### src/rtl/ps2_tx_shiftreg.sv
// PS/2 host-to-device transmit shifter: loads an 11-bit frame and shifts it out LSB first on
// synchronized falling edges of the PS/2 clock; Q is registered, Done marks idle/frame complete.
module ps2_tx_shiftreg (
    input  logic        Clk,
    input  logic        Reset,
    input  logic        Write,
    input  logic [10:0] Data,
    input  logic        ShiftClk,
    input  logic        ShiftEn,
    output logic        Done,
    output logic        Q
);

    typedef enum logic {
        ST_IDLE  = 1'b0,
        ST_SHIFT = 1'b1
    } state_t;

    state_t      r_state;
    state_t      w_state_nxt;
    logic        r_s1;
    logic        r_s2;
    logic        r_s3;
    logic [10:0] r_sr;
    logic [10:0] w_sr_nxt;
    logic [3:0]  r_cnt;
    logic [3:0]  w_cnt_nxt;
    logic        w_fall;
    logic        w_busy;
    logic        w_shift;

    // Sync flops idle high so a reset never fabricates a falling edge.
    assign w_fall  = r_s3 & ~r_s2;
    assign w_busy  = (r_state == ST_SHIFT);
    assign w_shift = w_fall & ShiftEn & w_busy;

    assign Done = (r_state == ST_IDLE);
    assign Q    = r_sr[0];

    always_ff @(posedge Clk) begin
        if (Reset) begin
            r_s1    <= 1'b1;
            r_s2    <= 1'b1;
            r_s3    <= 1'b1;
            r_state <= ST_IDLE;
            r_sr    <= 11'h7FF;
            r_cnt   <= 4'd0;
        end else begin
            r_s1    <= ShiftClk;
            r_s2    <= r_s1;
            r_s3    <= r_s2;
            r_state <= w_state_nxt;
            r_sr    <= w_sr_nxt;
            r_cnt   <= w_cnt_nxt;
        end
    end

    // A load always beats a coincident shift: the new frame starts clean.
    always_comb begin
        w_state_nxt = r_state;
        w_sr_nxt    = r_sr;
        w_cnt_nxt   = r_cnt;
        if (Write) begin
            w_sr_nxt    = Data;
            w_cnt_nxt   = 4'd0;
            w_state_nxt = ST_SHIFT;
        end else if (w_shift) begin
            w_sr_nxt  = {1'b1, r_sr[10:1]};
            w_cnt_nxt = r_cnt + 4'd1;
            if (r_cnt == 4'd10) begin
                w_state_nxt = ST_IDLE;
            end
        end
    end

endmodule

### config.mk
export PLATFORM = sky130hd
export DESIGN_NAME = ps2_tx_shiftreg
export DESIGN_NICKNAME = d
export VERILOG_FILES = /design/src/rtl/ps2_tx_shiftreg.sv
export SDC_FILE = /design/constraint.sdc
export NUM_CORES = 1
export LEC_CHECK = 0
export ABC_CLOCK_PERIOD_IN_PS = 1400
export CORE_MARGIN = 1.5
export CORE_UTILIZATION = 30
export CTS_BUF_LIST = sky130_fd_sc_hd__clkbuf_8 sky130_fd_sc_hd__clkbuf_16
export CTS_CLUSTER_DIAMETER = 40
export DETAILED_ROUTE_END_ITERATION = 16
export PLACE_DENSITY = 0.62
export SLEW_MARGIN = 0
export SYNTH_ARGS = -nofsm -noshare
export SYNTH_HDL_FRONTEND = slang
export SYNTH_SLANG_ARGS = --single-unit
### constraint.sdc
create_clock -name Clk -period 1.4 [get_ports Clk]
set_clock_uncertainty 0.1 [all_clocks]
set_input_delay 0.42 -clock Clk [delete_from_list [all_inputs] [get_ports Clk]]
set_output_delay 0.42 -clock Clk [all_outputs]
set_load 0.1 [all_outputs]
==> Word-level counts from Yosys, hierarchy flattened <==
Cells that the tools add are included.
{ "classes": {"n_addsub": 1, "eq_ne": 1, "mux": 5, "bitwise": 5, "reduce_logical": 4} }
{ "ops": {"columns": ["operator", "n"], "rows": [
  ["$mux 11", 2],
  ["$add 4x1->4 const B", 1],
  ["$eq 4x4->1 const B", 1],
  ["$reduce_bool 2->1", 2],
  ["$and 1x1->1", 3],
  ["$mux 1", 3],
  ["$not 1->1", 2],
  ["$reduce_and 2->1", 1],
  ["$reduce_or 2->1", 1]
]} }
{ "word_totals": {"reg_bits": 19, "in_bits": 16, "out_inout_bits": 2, "elab_cells": 22} }

==> Longest topological paths before layout <==
Gate-level depths: netlist (run 1).
{ "depth": {"word_depth": 6, "mapped_depth": 5, "mapped_depth_nobuf": 5} }

==> Least setup slack after synthesis (run 1) <==
No wires, ideal clock.
{ "synth_timing": {"path_kind": "register -> register", "start": "register, netlist name r_sr[0]", "end": "register r_sr[0]", "setup_time_ns": 0.086, "t_arrival_ns": 1.286, "required_time_ns": 1.214, "setup_slack_ns": -0.072, "path_stages_with_launch": 3, "n_path_buf": 0, "period_less_slack_ns": 1.472, "cell_sequence": "dfxtp_1 nor4_1 a211oi_1"} }
{ "synth_lines": {"columns": ["item", "line_no", "source"], "rows": [
  ["end signal: assignment", "53", "r_sr <= w_sr_nxt;"],
  ["end: declaration", "24", "logic [10:0] r_sr;"]
]} }

==> Worst setup path in the final report (run 1) <==
{ "layout_timing": {"start": "register r_state", "end": "output Done"} }
{ "layout_between": {"elab_chain_len": 1} }
{ "layout_lines": {"columns": ["item", "line_no", "source"], "rows": [
  ["start: declaration", "19", "state_t r_state;"],
  ["start signal: assignment", "52", "r_state <= w_state_nxt;"],
  ["$not 1->1", "37", "assign Done = (r_state == ST_IDLE);"],
  ["end: declaration", "10", "output logic Done,"]
]} }
No other way between the ends.

==> results.tsv, run 1 <==
metric	value	unit
status	finished, violations left	
failing checks	negative setup slack	
worst hold start	r_s1$_SDFF_PP1_	
number of flops mapped to enable cells by yosys	0	
synthesized area per cell	9.027	sq um
Worst Hold Path EP	r_s2$_SDFF_PP1_	
number of library cell types mapped by synthesis	26	
# rows	19	
simple-gate share of the synthesized area	0.3762	
register area share after synthesis	0.4300	
slew at the pin closest to its max-slew limit	0.2768	ns
sinks on the clock net	19	
met2 Use GR	0.1987	
Async SR Flop Fraction	0	
hold path depth	1	
nets@finish	141	
critical path class	reg -> out	
hold buffers post-CTS	0	
Vias	824	
CP max stage cell	dfxtp_2	
Setup crit start kind	flip-flop	
WP data required	0.88	ns
final total power	1192	uW
cell area power density	855.2	nW/um^2
Syn. warnings	0	
final setup fails	1	
Worst path depth	3	
count of final max-slew check failures	0	
sum of buffers and inverters on the critical path	3	
final hold vios	0	
Via density	5.386	
number of H-tree levels	1	
CTS Buffer Depth	2	
final setup margin	-0.04835	ns
Max Clk Rate	0.6904	GHz
die area	3283	sq um
Peak VDD IR	0.6610	mV
crit path capture type	output pin	
initial antenna violation count	0	
hold crit path type	reg -> reg	
mux contribution to synthesized area	0	
Hold WS	0.3126	ns
minimum clock period	1.448	ns
proportion of layout cells with a drive suffix above 1	0.3443	
grt peak-use layer	met2	
met1 GRT Util	0.1629	
cell family with most CP delay	flip-flops	
met3 Track Usage GR	0.02721	
Synth Area in Adders	0.02829	
commonest cells in the netlist	dfxtp_1, nor4_1, nor3_1	
chip width	57.30	um
number of I/O pins	18	
DRT Wirelength	2240	um
Reg area	385.4	sq um
final RePlAce weighted congestion	0.6902	
Reg2Reg Depth	3	
Finished Cell Area	1394	sq um
Final period util	1.035	
ANT nets after route	0	
Yosys top cell area share	0.4300	
vias in the first global route	719	
Layout area overhead	57.57	%
count leader, synth	dfxtp_1	
drt drc	0	
Gate Count Post-Synth	98	
unrepaired setup endpoints after global routing	yes	
clk_lat worst skew	0.26	ns
Total Routing Usage GR	0.1298	
Compound-Gate Fraction of Synth Area	0.08345	
CTS tree	yes	
Filler Cells Inserted	257	
root buffer cell	clkbuf_8	
first-pass GRT wire length	3277	um
Antenna Cells	0	
relative slew slack	0.8125	
FF-to-FF End	r_cnt[1]$_SDFFE_PP0P_	
total core area	2781	sq um
Starting Density	0.3180	
area of the multi-input gates	546.8	sq um
CP cell instances	buf_6 -> clkinvlp_4 -> buf_12	
placed cell area	1170	sq um
1st-pass router iterations	4	
crit-path max cell delay	0.34	ns
Leak	0.0004784	uW
input/output buffers	17	
syn nets	116	
cts bufs inserted	3	
Area contributors post-synth	dfxtp_1, nor4_1, nor3b_1, nor3_1, ha_1	
largest area contributor in the netlist	dfxtp_1	
height of the die	57.30	um
R2R Setup Slk	0.06	ns
routed len/inst	14.64	um
# Max-Cap Violations	0	
synthesized flop and latch total	19	
largest net degree at the start of global routing	38	
DRT iter0 DRCs	30	
xor/xnor share of the synthesized area	0.009901	
Worst-path clk slew	0.07	ns
combinational family with the most area after synthesis	simple AND/OR/NAND/NOR gates	
Top FF cell, synth	dfxtp_1	
Mapped Area	884.6	sq um
gr ovfl total	0	
CP Max Fanout	2	
worst reg2reg path startpoint	r_s3$_SDFF_PP1_	
Crit path arrival time	0.93	ns
Detailed Place HPWL	1279	um
[layout by cell type, fill, tap and decap left out]
master and count:
dfxtp_1 15, clkdlybuf4s50_1 12, nor3_1 11, nor3b_1 9, nor4_2 8, nor4_1 8
buf_4 6, inv_1 4, buf_12 4, dfxtp_2 4, a211oi_1 3, or2_2 3
clkbuf_8 3, buf_6 3, nand2_1 2, o21ai_0 2, nor2_1 2, nor4_4 2
ha_1 2, clkbuf_16 2, dlymetal6s2s_1 2, clkinvlp_4 1, and4b_2 1, nand4b_4 1
nand3b_1 1, o311ai_1 1, nand2b_1 1, nor2b_1 1, nand3_1 1, o21ai_1 1
or3_4 1, a211oi_2 1, or3_1 1, a2111oi_4 1, xnor2_1 1, clkbuf_2 1
[through the flow]
step                setup WS [ns]  std cells  setup TNS (ns)    util
floorplan                 0.05649         98               0       -
global placement          -0.4466        146          -6.369  0.4206
detailed placement        -0.4726        146          -6.981  0.4206
CTS                      -0.05264        151        -0.05264  0.4552
global route             -0.07303        153        -0.07722  0.5011
finish                   -0.04835        153        -0.04835  0.5011
[worst register-to-register path: cells and delay by family (launching register included)]
kind	cells	cell delay [ns]
and+or+nand+nor	2	0.42
AOI/OAI and AO/OA	1	0.30
DFF	1	0.42
[layout make-up]
cell class                      instances  share of cell area
Multi-Input combinational cell         65              0.3923
Clock buffer                            3             0.02962
Inverter                                4             0.01346
Timing Repair Buffer                   30              0.2576
Clock inverter                          1            0.002693
Tap cell                               31             0.02783
Sequential cell                        19              0.2765
[sequential cells by signal, indices dropped and copies added (netlist names)]
register  cells
r_s2          1
r_s3          1
r_state       1
r_s1          1
r_cnt         4
r_sr         11
[layer usage]
| layer | wire length (um) | part of all wire |
|---|---|---|
| met2 | 1048 | 0.47 |
| met5 | 0 | 0 |
| met3 | 100 | 0.045 |
| met4 | 68 | 0.030 |
| met1 | 1023 | 0.46 |
[worst max path at each step]
stage                               from                   end  slack [ns]
floorplan           r_state$_SDFFE_PP0P_                  Done        0.06
global placement                 ShiftEn  r_sr[9]$_SDFFE_PP1P_       -0.45
detailed placement               ShiftEn  r_sr[9]$_SDFFE_PP1P_       -0.47
CTS                 r_state$_SDFFE_PP0P_                  Done       -0.05
global route        r_state$_SDFFE_PP0P_                  Done       -0.07
finish              r_state$_SDFFE_PP0P_                  Done       -0.05
[logic make-up (layout without fill, tap and decap cells)]
family / Yosys count / count (layout)
simple gates: 53 / 53
flops: 19 / 19
buf+inv: 14 / 38
compound gates: 9 / 9
fa+ha+maj: 2 / 2
xor+xnor: 1 / 1
[repair_timing]
action                                  CTS  global route
gates cloned                              0             2
setup buffers                             1             0
endpoints found under the setup margin   17            16
pin swaps                                 0             3
resized for setup                         8            20
[report_power, final]
group          switching (uW)  total (uW)  internal (uW)  leakage (uW)
clock network             178         373            195     0.0000269
logic                     112         232            119      0.000294
registers                20.1         587            567      0.000157
total                     310        1190            882      0.000478
Note: power is estimated with default switching activity, not from simulation.
==> run 2, diff against run 1 <==
--- a/config.mk
+++ b/config.mk
@@ -6,7 +6,7 @@
 export NUM_CORES = 1
 export LEC_CHECK = 0
 export ABC_CLOCK_PERIOD_IN_PS = 1400
-export CORE_MARGIN = 1.5
+export CORE_MARGIN = 1
 export CORE_UTILIZATION = 30
 export CTS_BUF_LIST = sky130_fd_sc_hd__clkbuf_8 sky130_fd_sc_hd__clkbuf_16
 export CTS_CLUSTER_DIAMETER = 40
==> results.tsv, run 2 (synthesis results as in run 1) <==
metric	value	unit	change
status	finished, violations left		
failing checks	negative setup slack		
met1 GRT Util	0.1671		+0.004226
biggest regs	r_sr: 11 flops, r_cnt: 4 flops		
Starting Density	0.3180		unchanged
chip width	56.30	um	-1.7%
critical path class	reg -> out		
routed len/inst	14.57	um	-0.51%
fin util	0.5092		+0.008097
most flop-heavy register	r_sr		
# Max-Cap Violations	0		unchanged
largest net degree at the start of global routing	38		unchanged
unrepaired setup endpoints after global routing	yes		
proportion of layout cells with a drive suffix above 1	0.3967		+0.05243
max FFs per register	11		unchanged
drt drc	0		unchanged
final total power	1188	uW	-0.33%
final RePlAce weighted congestion	0.7407		+7.3%
Setup TNS	-0.001471	ns	+0.04688 ns
worst reg2reg path startpoint	r_s3$_SDFF_PP1_		
Setup crit start kind	flip-flop		
cts bufs inserted	3		unchanged
initial antenna violation count	0		unchanged
total core area	2781	sq um	unchanged
minimum clock period	1.401	ns	-0.04688 ns
nets@finish	140		-0.71%
CP Launch Point	r_state$_SDFFE_PP0P_		
hold buffers post-CTS	0		unchanged
Max Clk Rate	0.7135	GHz	+3.3%
Psw	310.6	uW	+0.19%
hold crit path type	reg -> reg		
met3 Track Usage GR	0.02074		-0.006474
Reg area	386.6	sq um	+0.32%
met2 Use GR	0.1990		+0.0002932
vias in the first global route	702		-2.4%
clk_lat worst skew	0.25	ns	about the same
most frequent cells in the layout	dfxtp_1, nor4_2, clkdlybuf4s50_1		
grt peak-use layer	met2		
WP data required	0.88	ns	about the same
ANT nets after route	0		unchanged
die area	3170	sq um	-3.5%
slew at the pin closest to its max-slew limit	0.2820	ns	+0.005138 ns
Total Routing Usage GR	0.1263		-0.003546
root buffer cell	clkbuf_8		
Worst-path clk slew	0.07	ns	about the same
relative slew slack	0.8096		-0.002894
number of H-tree levels	1		unchanged
Filler Cells Inserted	264		+2.7%
first-pass GRT wire length	3180	um	-3.0%
number of I/O pins	18		unchanged
Via density	5.500		+2.1%
Peak VDD IR	0.4980	mV	-25%
Crit path arrival time	0.88	ns	-0.05 ns
sw frac	0.2615		+0.001367
# rows	19		unchanged
area of the multi-input gates	578.1	sq um	+5.7%
final setup fails	1		unchanged
height of the die	56.30	um	-1.7%
final hold vios	0		unchanged
sinks on the clock net	19		unchanged
gr ovfl total	0		unchanged
Vias	836		+1.5%
DRT iter0 DRCs	11		-63%
Layout area overhead	60.11	%	
Comb power frac	0.192		-0.002
CTS Buffer Depth	2		unchanged
final setup margin	-0.001471	ns	+0.04688 ns
CTS tree	yes		
CP Max Fanout	4		+2
Sequential Power Share	0.496		+0.003
input/output buffers	17		unchanged
worst hold start	r_s1$_SDFF_PP1_		
cell area power density	838.8	nW/um^2	-1.9%
Detailed Place HPWL	1231	um	-3.8%
Leak	0.0004776	uW	-0.18%
clock share of power	0.312		about the same
DRT Wirelength	2214	um	-1.2%
count of final max-slew check failures	0		unchanged
crit path capture type	output pin		
leading cell type in the layout, fill and taps excluded	dfxtp_1		
internal power	877.4	uW	-0.52%
Final period util	1.001		-0.03349
1st-pass router iterations	4		unchanged
Antenna Cells	0		unchanged
[run 2: worst paths after layout]
kind,end,slack [ns],cells after the start
worst min register to register,r_s2$_SDFF_PP1_,0.32,1
worst max-delay path,Done,-0.001,2
worst max register to register,r_cnt[1]$_SDFFE_PP0P_,0.06,3
worst min-delay path,r_s2$_SDFF_PP1_,0.32,1
[run 2: cell type report]
class                      count  share of cell area
clock buffer                   3             0.02915
clock inverter                 1            0.002650
inverter                       4             0.01325
multi-input combinational     65              0.4081
sequential                    19              0.2730
tap                           31             0.02739
timing repair buffer          29              0.2465
[run 2: stage by stage]
stage / instance area [sq um] / hold slack [ns] / worst slack, ns / instances
floorplan: 889.6 / 0.2895 / 0.05649 / 98
global placement: 1147 / 0.2928 / -0.4180 / 143
detailed placement: 1147 / 0.3043 / -0.4581 / 143
CTS: 1242 / 0.3215 / -0.003480 / 149
global route: 1416 / 0.3338 / -0.03404 / 152
finish: 1416 / 0.3171 / -0.001471 / 152
[run 2: timing repair]
| item | CTS | global route |
|---|---|---|
| setup buffers | 2 | 1 |
| resized for setup | 8 | 22 |
| setup endpoints to repair | 16 | 14 |
| gates cloned | 0 | 2 |
| pin swaps | 0 | 3 |
[run 2: power by group through the flow]
stage / Clock (uW) / Sequential [uW] / Combinational [uW]
6_report: 371 / 590 / 228
5_1_grt: 412 / 592 / 239
4_1_cts: 388 / 584 / 193
3_5_place_dp: 0 / 595 / 185
3_3_place_gp: 0 / 595 / 182
2_1_floorplan: 0 / 604 / 86.2
[run 2: metal layers]
metal,vias up,part of all wire
li1,411,-
met1,404,0.46
met2,19,0.49
met3,2,0.042
met4,0,0.0086
met5,-,0
[run 2: worst max-delay path, stage by stage, from the launching register on]
cell and delay, ns:
dfxtp_4 0.37, clkinvlp_4 0.09, buf_12 0.17
